<file path="src/rtl/elevator_pkg.sv">
// Shared elevator types and defaults: floor count, index width, debounce length,
// plus thermometer-mask helpers for direction summaries.
package elevator_pkg;

  localparam int unsigned N_FLOORS        = 8;
  localparam int unsigned FLOOR_W         = $clog2(N_FLOORS);
  localparam int unsigned DEBOUNCE_CYCLES = 16;

  typedef logic [FLOOR_W-1:0]  floor_t;
  typedef logic [N_FLOORS-1:0] floor_mask_t;

  // Only in-range floor indices can ever be set in these masks.
  function automatic floor_mask_t below_mask(floor_t f);
    floor_mask_t m;
    m = '0;
    for (int unsigned i = 0; i < N_FLOORS; i++)
      if (i < 32'(f)) m[i] = 1'b1;
    return m;
  endfunction

  function automatic floor_mask_t above_mask(floor_t f);
    floor_mask_t m;
    m = '0;
    for (int unsigned i = 0; i < N_FLOORS; i++)
      if (i > 32'(f)) m[i] = 1'b1;
    return m;
  endfunction

endpackage

</file>
<file path="src/rtl/floor_request_latch_if.sv">
// Button/request bundle between the floor request latch (slave) and the
// controller side that drives buttons, car floor and service strobes (master).
interface floor_request_latch_if;
  import elevator_pkg::*;

  floor_mask_t btn_raw;
  floor_t      floor;
  logic        serviced;
  logic        clear_all;
  floor_mask_t floor_btn;
  floor_mask_t btn_press;
  logic        req_any;
  logic        req_above;
  logic        req_below;

  modport master (
    output btn_raw, floor, serviced, clear_all,
    input  floor_btn, btn_press, req_any, req_above, req_below
  );

  modport slave (
    input  btn_raw, floor, serviced, clear_all,
    output floor_btn, btn_press, req_any, req_above, req_below
  );

endinterface

</file>
<file path="src/rtl/floor_request_latch_debounce.sv">
// One button: 2-FF synchroniser, consecutive-cycle debounce counter, accepted
// level, and a rising-edge indication of the accepted level.
module btn_debounce #(
  parameter int unsigned DEBOUNCE_CYCLES = elevator_pkg::DEBOUNCE_CYCLES
) (
  input  logic clk,
  input  logic rst_n,
  input  logic raw,
  output logic rise
);

  localparam int unsigned CNT_W = $clog2(DEBOUNCE_CYCLES);

  logic             s1;
  logic             s2;
  logic             stable;
  logic             stable_d;
  logic [CNT_W-1:0] cnt;

  always_ff @(posedge clk or negedge rst_n) begin
    if (!rst_n) begin
      s1       <= 1'b0;
      s2       <= 1'b0;
      stable   <= 1'b0;
      stable_d <= 1'b0;
      cnt      <= '0;
    end else begin
      s1       <= raw;
      s2       <= s1;
      stable_d <= stable;
      // Any sample agreeing with the accepted level restarts the count.
      if (s2 == stable) begin
        cnt <= '0;
      end else if (cnt == CNT_W'(DEBOUNCE_CYCLES - 1)) begin
        stable <= s2;
        cnt    <= '0;
      end else begin
        cnt <= cnt + CNT_W'(1);
      end
    end
  end

  assign rise = stable & ~stable_d;

endmodule

</file>
<file path="src/rtl/floor_request_latch.sv">
// Debounced floor push-button request latch with service/clear and request summaries.
// Optional REQ_DIR_SUMMARY_EN enables req_above/req_below; otherwise both read 0.
module floor_request_latch
  import elevator_pkg::*;
(
  input logic                  clk,
  input logic                  rst_n,
  floor_request_latch_if.slave bus
);

  floor_mask_t rise;
  floor_mask_t svc_mask;
  floor_mask_t latch_next;
  logic        above_next;
  logic        below_next;

  for (genvar g = 0; g < N_FLOORS; g++) begin : g_btn
    btn_debounce #(.DEBOUNCE_CYCLES(DEBOUNCE_CYCLES)) u_debounce (
      .clk   (clk),
      .rst_n (rst_n),
      .raw   (bus.btn_raw[g]),
      .rise  (rise[g])
    );
  end

  // Service beats a same-cycle press on that floor: the doors are already open.
  always_comb begin
    svc_mask = '0;
    if (bus.serviced && (32'(bus.floor) < N_FLOORS))
      svc_mask[bus.floor] = 1'b1;
    if (bus.clear_all)
      latch_next = '0;
    else
      latch_next = (bus.floor_btn | rise) & ~svc_mask;
  end

`ifdef REQ_DIR_SUMMARY_EN
  assign above_next = |(latch_next & above_mask(bus.floor));
  assign below_next = |(latch_next & below_mask(bus.floor));
`else
  assign above_next = 1'b0;
  assign below_next = 1'b0;
`endif

  always_ff @(posedge clk or negedge rst_n) begin
    if (!rst_n) begin
      bus.floor_btn <= '0;
      bus.btn_press <= '0;
      bus.req_any   <= 1'b0;
      bus.req_above <= 1'b0;
      bus.req_below <= 1'b0;
    end else begin
      bus.floor_btn <= latch_next;
      bus.btn_press <= rise;
      bus.req_any   <= |latch_next;
      bus.req_above <= above_next;
      bus.req_below <= below_next;
    end
  end

endmodule

</file>
<file path="src/flat_wrapper.sv">
// flat-port wrapper written by rule: the top's interface ports become plain ports
module floor_request_latch_flat import elevator_pkg::*;
  (clk, rst_n, bus_btn_raw, bus_floor, bus_serviced, bus_clear_all, bus_floor_btn, bus_btn_press, bus_req_any, bus_req_above, bus_req_below);
  floor_request_latch_if bus_i ();
  input logic clk;
  input logic rst_n;
  input wire logic [$bits(bus_i.btn_raw)-1:0] bus_btn_raw;
  input wire logic [$bits(bus_i.floor)-1:0] bus_floor;
  input wire logic [$bits(bus_i.serviced)-1:0] bus_serviced;
  input wire logic [$bits(bus_i.clear_all)-1:0] bus_clear_all;
  output wire logic [$bits(bus_i.floor_btn)-1:0] bus_floor_btn;
  output wire logic [$bits(bus_i.btn_press)-1:0] bus_btn_press;
  output wire logic [$bits(bus_i.req_any)-1:0] bus_req_any;
  output wire logic [$bits(bus_i.req_above)-1:0] bus_req_above;
  output wire logic [$bits(bus_i.req_below)-1:0] bus_req_below;
  assign bus_i.btn_raw = bus_btn_raw;
  assign bus_i.floor = bus_floor;
  assign bus_i.serviced = bus_serviced;
  assign bus_i.clear_all = bus_clear_all;
  assign bus_floor_btn = bus_i.floor_btn;
  assign bus_btn_press = bus_i.btn_press;
  assign bus_req_any = bus_i.req_any;
  assign bus_req_above = bus_i.req_above;
  assign bus_req_below = bus_i.req_below;
  floor_request_latch u_core (.clk(clk), .rst_n(rst_n), .bus(bus_i));
endmodule
</file>
<file path="config.mk">
export PLATFORM = sky130hd
export DESIGN_NAME = floor_request_latch_flat
export DESIGN_NICKNAME = d
export VERILOG_FILES = /design/src/rtl/elevator_pkg.sv /design/src/rtl/floor_request_latch_if.sv /design/src/rtl/floor_request_latch_debounce.sv /design/src/rtl/floor_request_latch.sv /design/src/flat_wrapper.sv
export SDC_FILE = /design/constraint.sdc
export NUM_CORES = 1
export LEC_CHECK = 0
export BUFFER_PORTS_ARGS = -buffer_cell sky130_fd_sc_hd__buf_2
export CAP_MARGIN = 20
export CORE_MARGIN = 3
export CORE_UTILIZATION = 55
export DETAILED_ROUTE_END_ITERATION = 8
export HOLD_SLACK_MARGIN = 0.15
export PLACE_DENSITY = 0.72
export SYNTH_ARGS = -nofsm -noshare
export SYNTH_HDL_FRONTEND = slang
export SYNTH_SLANG_ARGS = --single-unit
</file>
<file path="constraint.sdc">
create_clock -name clk -period 3.7 [get_ports clk]
set_clock_uncertainty 0.1 [all_clocks]
set_input_delay 0.555 -clock clk [delete_from_list [all_inputs] [get_ports clk]]
set_output_delay 0.555 -clock clk [all_outputs]
set_load 0.005 [all_outputs]
</file>
==> results of run 1 <==
-- logic make-up after synthesis --
group                    count (synthesis)  share of synthesized area (%)
AO/OA/AOI/OAI                           42                           8.43
other                                    1                          0.123
adder cells (fa/ha/maj)                  8                           3.29
AND/OR/NAND/NOR                         60                           12.2
buffers and inverters                   12                           1.77
multiplexers                             8                           2.96
flip-flops                              81                           66.6
XOR/XNOR                                16                           4.60
-- worst min path at each step --
stage	start	slack, ps	endpoint	cells after the start
after floorplan	rst_n	160	u_core.bus.btn_press[0]	0
after detailed placement	u_core.g_btn[2].u_debounce.s1	230	u_core.g_btn[2].u_debounce.s2	0
after global placement	u_core.g_btn[2].u_debounce.s1	230	u_core.g_btn[2].u_debounce.s2	0
final	bus_btn_raw[7]	220	u_core.g_btn[7].u_debounce.s1	1
after CTS	bus_btn_raw[7]	200	u_core.g_btn[7].u_debounce.s1	1
after global routing	bus_btn_raw[7]	200	u_core.g_btn[7].u_debounce.s1	1
-- final cells by class --
class,count,area share [%]
clock buffer,13,4.83
clock inverter,2,1.72
inverter,8,0.858
multi-input combinational,136,27.6
sequential,81,57.9
tap,70,2.50
timing repair buffer,31,4.51
-- through the flow --
step                      setup WS [ps]  cell area (sq um)  hold slack [ps]  cells
final                              2020               3500              218    341
after global routing               1890               3500              199    341
after global placement             1960               3270              233    326
after CTS                          2010               3500              201    341
after detailed placement           1930               3270              235    326
after floorplan                    2070               3050              159    229
-- per-layer routing --
metal / up-vias / GRT usage (%) / wire length, microns
met3: 9 / 4.60 / 233
met2: 33 / 25.2 / 2150
met1: 855 / 21.3 / 2150
met4: 0 / 9.12 / 101
li1: 874 / - / -
met5: - / 0 / 0
-- power by group --
group | total, mW | leakage (nW) | switching, mW | internal [mW]
logic | 0.0818 | 0.494 | 0.0465 | 0.0353
registers | 0.941 | 1.07 | 0.0253 | 0.915
clock network | 0.718 | 0.116 | 0.285 | 0.432
-- registers in the layout, summed over array words and instances, names as in the netlist --
signal / cells
u_core.g_btn.u_debounce.cnt: 32
u_core.bus.btn_press: 8
u_core.bus.floor_btn: 8
u_core.g_btn.u_debounce.s1: 8
u_core.g_btn.u_debounce.s2: 8
u_core.g_btn.u_debounce.stable: 8
u_core.g_btn.u_debounce.stable_d: 8
u_core.bus.req_any: 1
-- layout by cell type (no fill, tap or decap) --
| cell type | n |
|---|---|
| nor2b_4 | 1 |
| a2111oi_1 | 1 |
| o21bai_1 | 2 |
| dfrtp_1 | 81 |
| o211ai_1 | 1 |
| clkbuf_8 | 12 |
| xnor2_1 | 16 |
| a311oi_1 | 5 |
| and2_1 | 1 |
| buf_4 | 1 |
| buf_2 | 30 |
| o22a_1 | 1 |
| bufinv_16 | 2 |
| nor2_1 | 16 |
| inv_1 | 8 |
| nand3_1 | 9 |
| a31oi_1 | 3 |
| conb_1 | 2 |
| nand2_1 | 1 |
| nor2b_1 | 15 |
| a21oi_1 | 18 |
| nor3b_1 | 8 |
| and2b_1 | 1 |
| a21o_1 | 1 |
| o21ai_0 | 8 |
| a211oi_1 | 2 |
| ha_1 | 8 |
| nand4b_1 | 7 |
| clkbuf_1 | 1 |
| mux2_2 | 8 |
| nor4_4 | 1 |
==> impl_metrics.tcl, run 1 <==
set metrics [dict create \
    max_freq_mhz 594 \
    routedWlPerCell_microns 13.6 \
    regToRegStartpoint "u_core.g_btn[1].u_debounce.stable" \
    cts_buffer_depth 2 \
    clkTransAtPathRegs_ps 70 \
    slew_headroom_pct 36.1 \
    cts_buffers 9 \
    rsz0062_at_grt "no" \
    io_buffer_count 31 \
    fin_crit_ps 1680 \
    grtUsageTotal_pct 16.5 \
    multiInputGateArea_sq_um 967 \
    via_per_inst 5.19 \
    maxCapViolCount 0 \
    crit_path_start_kind "flop" \
    num_vias 1771 \
    drtIter0Drc 63 \
    core_area_sq_um 5240 \
    hold_viol 0 \
    crit_arrival_ps 1790 \
    clk_latency_ps 340 \
    crit_path_top_delay_cell "dfrtp_1" \
    drt_wl_total_mm 4.64 \
    firstDrtPassIters 4 \
    start_util_pct 58.1 \
    drv_slew 0 \
    yosysWarnings 0 \
    r2r_cells 5 \
    synth_top_area_cell "dfrtp_1" \
    end_kind "flop" \
    nNetsFinal 290 \
    antenna_found_initial 0 \
    place_congestion 0.740 \
    n_fill_cell 378 \
    ctsResizeCount 0 \
    finalSetupViolations 0 \
    synth_area_leaders "dfrtp_1 (67%), xnor2_1 (4.6%), ha_1 (3.3%), nor2b_1 (3.1%), a21oi_1 (3.0%)" \
    n_antenna_cell 0 \
    ant_nets 0 \
    total_power_mw 1.74 \
    synth_edf_count 0 \
    min_period_over_period_pct 45.5 \
    area_growth_syn_to_layout_pct 14.9 \
    cp_top_family "compound AO/OA/AOI/OAI gates" \
    hold_path.class "primary input to flop" \
    synthArstFlopShare_pct 100 \
    seqCellArea_sq_um 2030 \
    grt_pass1_vias 1782 \
    yosysSeqAreaShare_pct 66.6 \
    pin_count 34 \
    clock_tree.root_cell "clkbuf_8" \
    cts.htree.levels 3 \
    fp.dieW_microns 80.4 \
    fp.dieH_microns 80.4 \
    drc 0 \
    yosys.area.top_type_share_pct 66.6 \
    hpwl_mm 3.21 \
    path_max_fanout 4 \
    cts_tree "yes" \
    synth-seq-cells 81 \
    synth_ff_type "dfrtp_1" \
    worstMarginPinSlew_ps 959 \
    post-cts-setup-buffers 0 \
    post-synth-top-count-cell "dfrtp_1" \
    grt_max_degree 82 \
    cp.buffers_inverters 0 \
    synth_cell_type_count 29 \
    rows 26 \
    r2r-end "u_core.bus.req_any" \
    yosys-top-cells-count "dfrtp_1 (81), a21oi_1 (18), nor2_1 (16), xnor2_1 (16), nor2b_1 (15)" \
    grt_pass1_wl_mm 7.90 \
    p_leak_nw 1.68 \
    cp.depth 5 \
    r2r_setup_slack_ps 2020 \
    fin_setup_tns_ps 0 \
    cts_hold_buf 0 \
    netlist_instances 228 \
    fin_util_pct 66.8 \
    path_cells "nor2b_4, nor4_4, a31oi_1, a2111oi_1, nand3_1" \
    synth_area_sq_um 3040 \
    drive_gt1_share_pct 20.3 \
    critPathMaxStageDelay_ps 410 \
    crit_start "u_core.g_btn[1].u_debounce.stable" \
    outcome "finished clean" \
    max-vdd-ir-drop_uv 318 \
    clock_sinks 81 \
    dieArea_sq_um 6460 \
    p_per_area_nw_per_um2 497 \
    required_ps 3800 \
    syn_area_per_cell_sq_um 13.4 \
    crit_end "u_core.bus.req_any" \
    crit_type "flop to flop" \
    overflow 0 \
]
Note: power is estimated with default switching activity, not from simulation.
==> run 2: changes to the inputs <==
Settings changed: ABC_AREA set to 1.
Clock period 3.7 ns to 1.76 ns, I/O delays scaled along.
==> run 2 against run 1 <==
Compared with the run above:
- sequential share of layout area shrank 2.1 points
- clock power grew 82%
- die area grew 0.87%
- largest power group unchanged
- non-clock buffer count grew 12
- first-iteration DRC count grew 3.2%
==> impl_metrics.tcl, run 2 <==
set metrics [dict create \
    outcome "finished clean" \
    yosys-top-cells-count "dfrtp_1 (81), inv_1 (53), nand2_1 (41), nor2_1 (35), nand3_1 (23)" \
    synth_top_area_cell "dfrtp_1" \
    cts_buffer_depth 2 \
    yosysSeqAreaShare_pct 66.0 \
    fin_setup_tns_ps 0 \
    cts_tree "yes" \
    clock_sinks 81 \
    num_vias 1855 \
    drc 0 \
    max_freq_mhz 747 \
    rows 26 \
    hold_path.class "primary input to flop" \
    synth_edf_count 0 \
    synth_area_sq_um 3070 \
    hold_viol 0 \
    syn_area_per_cell_sq_um 10.9 \
    grt_max_degree 34 \
    start_util_pct 58.3 \
    drtIter0Drc 65 \
    ctsResizeCount 0 \
    cts.htree.levels 3 \
    fp.dieH_microns 80.7 \
    max-vdd-ir-drop_uv 616 \
    largest_reg_flops 32 \
    crit_path_start_kind "flop" \
    required_ps 1890 \
    finalSetupViolations 0 \
    grt_pass1_vias 1953 \
    drv_slew 0 \
    synthArstFlopShare_pct 100 \
    via_per_inst 4.55 \
    dp_cells 384 \
    synth_ff_type "dfrtp_1" \
    overflow 0 \
    area_growth_syn_to_layout_pct 18.0 \
    dieArea_sq_um 6520 \
    clkTransAtPathRegs_ps 70 \
    grt_pass1_wl_mm 8.19 \
    cts_buffers 9 \
    core_area_sq_um 5270 \
    min_period_over_period_pct 76.1 \
    netlist_instances 281 \
    drive_gt1_share_pct 18.0 \
    fin_crit_ps 1340 \
    hpwl_mm 3.39 \
    clock_tree.root_cell "clkbuf_8" \
    post-synth-top-count-cell "dfrtp_1" \
    yosys.area.top_type_share_pct 66.0 \
    fp.dieW_microns 80.7 \
    nNetsFinal 357 \
    grtUsageTotal_pct 16.9 \
    post-cts-setup-buffers 0 \
    p_leak_nw 2.08 \
    io_buffer_count 31 \
    crit_type "flop to flop" \
    synth_cell_type_count 15 \
    p_per_area_nw_per_um2 959 \
    place_congestion 0.723 \
    clk_latency_ps 340 \
    ant_nets 0 \
    routedWlPerCell_microns 11.4 \
    synth_area_leaders "dfrtp_1 (66%), inv_1 (6.5%), nand2_1 (5.0%), nor2_1 (4.3%), xnor2_1 (4.3%)" \
    synth-seq-cells 81 \
    antenna_found_initial 0 \
    crit_arrival_ps 1470 \
    yosysWarnings 0 \
    firstDrtPassIters 4 \
    layout.cells.most_common_list "dfrtp_1 (81), inv_1 (53), nand2_1 (41), nor2_1 (35), buf_2 (30)" \
    pin_count 34 \
    rsz0062_at_grt "no" \
    final_common_cell "dfrtp_1" \
    n_antenna_cell 0 \
    end_kind "flop" \
    maxCapViolCount 0 \
    final_cells 408 \
    regMostFlops "u_core.g_btn.u_debounce.cnt" \
    path_max_fanout 3 \
    drt_wl_total_mm 4.66 \
]
run 2: changes by cell type after synthesis, sizes merged, moves of 7 or more:
cell    delta
inv       +47
nand3     +14
nand2     +40
o21ai      -8
xor2       +8
nand4b     -7
nor3b      -8
nor2b     -16
nor2      +22
a21oi     -18
run 2: final timing paths:
kind / start / endpoint / slack, ps / depth (start not counted)
worst max register to register: u_core.g_btn[6].u_debounce.cnt[0] / u_core.g_btn[6].u_debounce.stable / 420 / 5
worst max-delay path: u_core.g_btn[6].u_debounce.cnt[0] / u_core.g_btn[6].u_debounce.stable / 420 / 5
min in group asynchronous: rst_n / u_core.g_btn[5].u_debounce.cnt[0] / 290 / 2
worst min-delay path: bus_floor[0] / u_core.bus.floor_btn[6] / 190 / 5
max in group asynchronous: rst_n / u_core.g_btn[2].u_debounce.cnt[3] / 760 / 3
worst min register to register: u_core.g_btn[0].u_debounce.s1 / u_core.g_btn[0].u_debounce.s2 / 250 / 0
run 2: final cells by class:
type | instances | area, sq um
multi-input combinational | 144 | 828
tap | 70 | 87.6
clock buffer | 12 | 155
fill | 425 | 1640
sequential | 81 | 2030
timing repair buffer | 43 | 283
inverter | 55 | 206
clock inverter | 3 | 40.0
run 2: critical path, stage by stage (launching register included):
cell	delay, ps
dfrtp_1	400
ha_1	220
nand2_1	70
inv_1	50
nand2_1	80
mux2_2	330
run 2: per-layer routing:
| metal | vias up | wire length (microns) | track usage (%) |
|---|---|---|---|
| li1 | 943 | - | - |
| met3 | 11 | 177 | 3.77 |
| met2 | 30 | 2310 | 28.3 |
| met1 | 871 | 2050 | 20.3 |
| met5 | - | 0 | 0 |
| met4 | 0 | 127 | 9.63 |
run 2: logic make-up (layout without fill, tap and decap cells):
group / count (synthesis) / after routing / share of synthesized area (%)
adder cells (fa/ha/maj): 8 / 8 / 3.26
XOR/XNOR: 23 / 23 / 6.56
buffers and inverters: 57 / 113 / 7.21
AND/OR/NAND/NOR: 103 / 103 / 14.0
other: 1 / 2 / 0.122
flip-flops: 81 / 81 / 66.0
multiplexers: 8 / 8 / 2.93
run 2: where the power goes:
part	total, mW	switching, mW	internal [mW]
registers	1.97	0.0418	1.92
logic	0.198	0.112	0.0860
clock network	1.31	0.593	0.721
run 2: per-stage QoR:
stage	setup slack (ps)	total power [mW]	cell area, sq um	hold WS (ps)	util, %
floorplan	479	2.10	3080	-132	-
global placement	460	2.18	3340	110	63.4
detailed placement	434	2.19	3340	114	63.4
CTS	424	3.52	3630	189	68.8
global route	379	3.64	3630	238	68.8
finish	421	3.48	3630	194	68.8
run 2: repair_timing:
item | 4_1_cts | 5_1_grt
hold buffers | 9 | 0
endpoints found under the setup margin | 0 | 0
endpoints found under the hold margin | 89 | 0
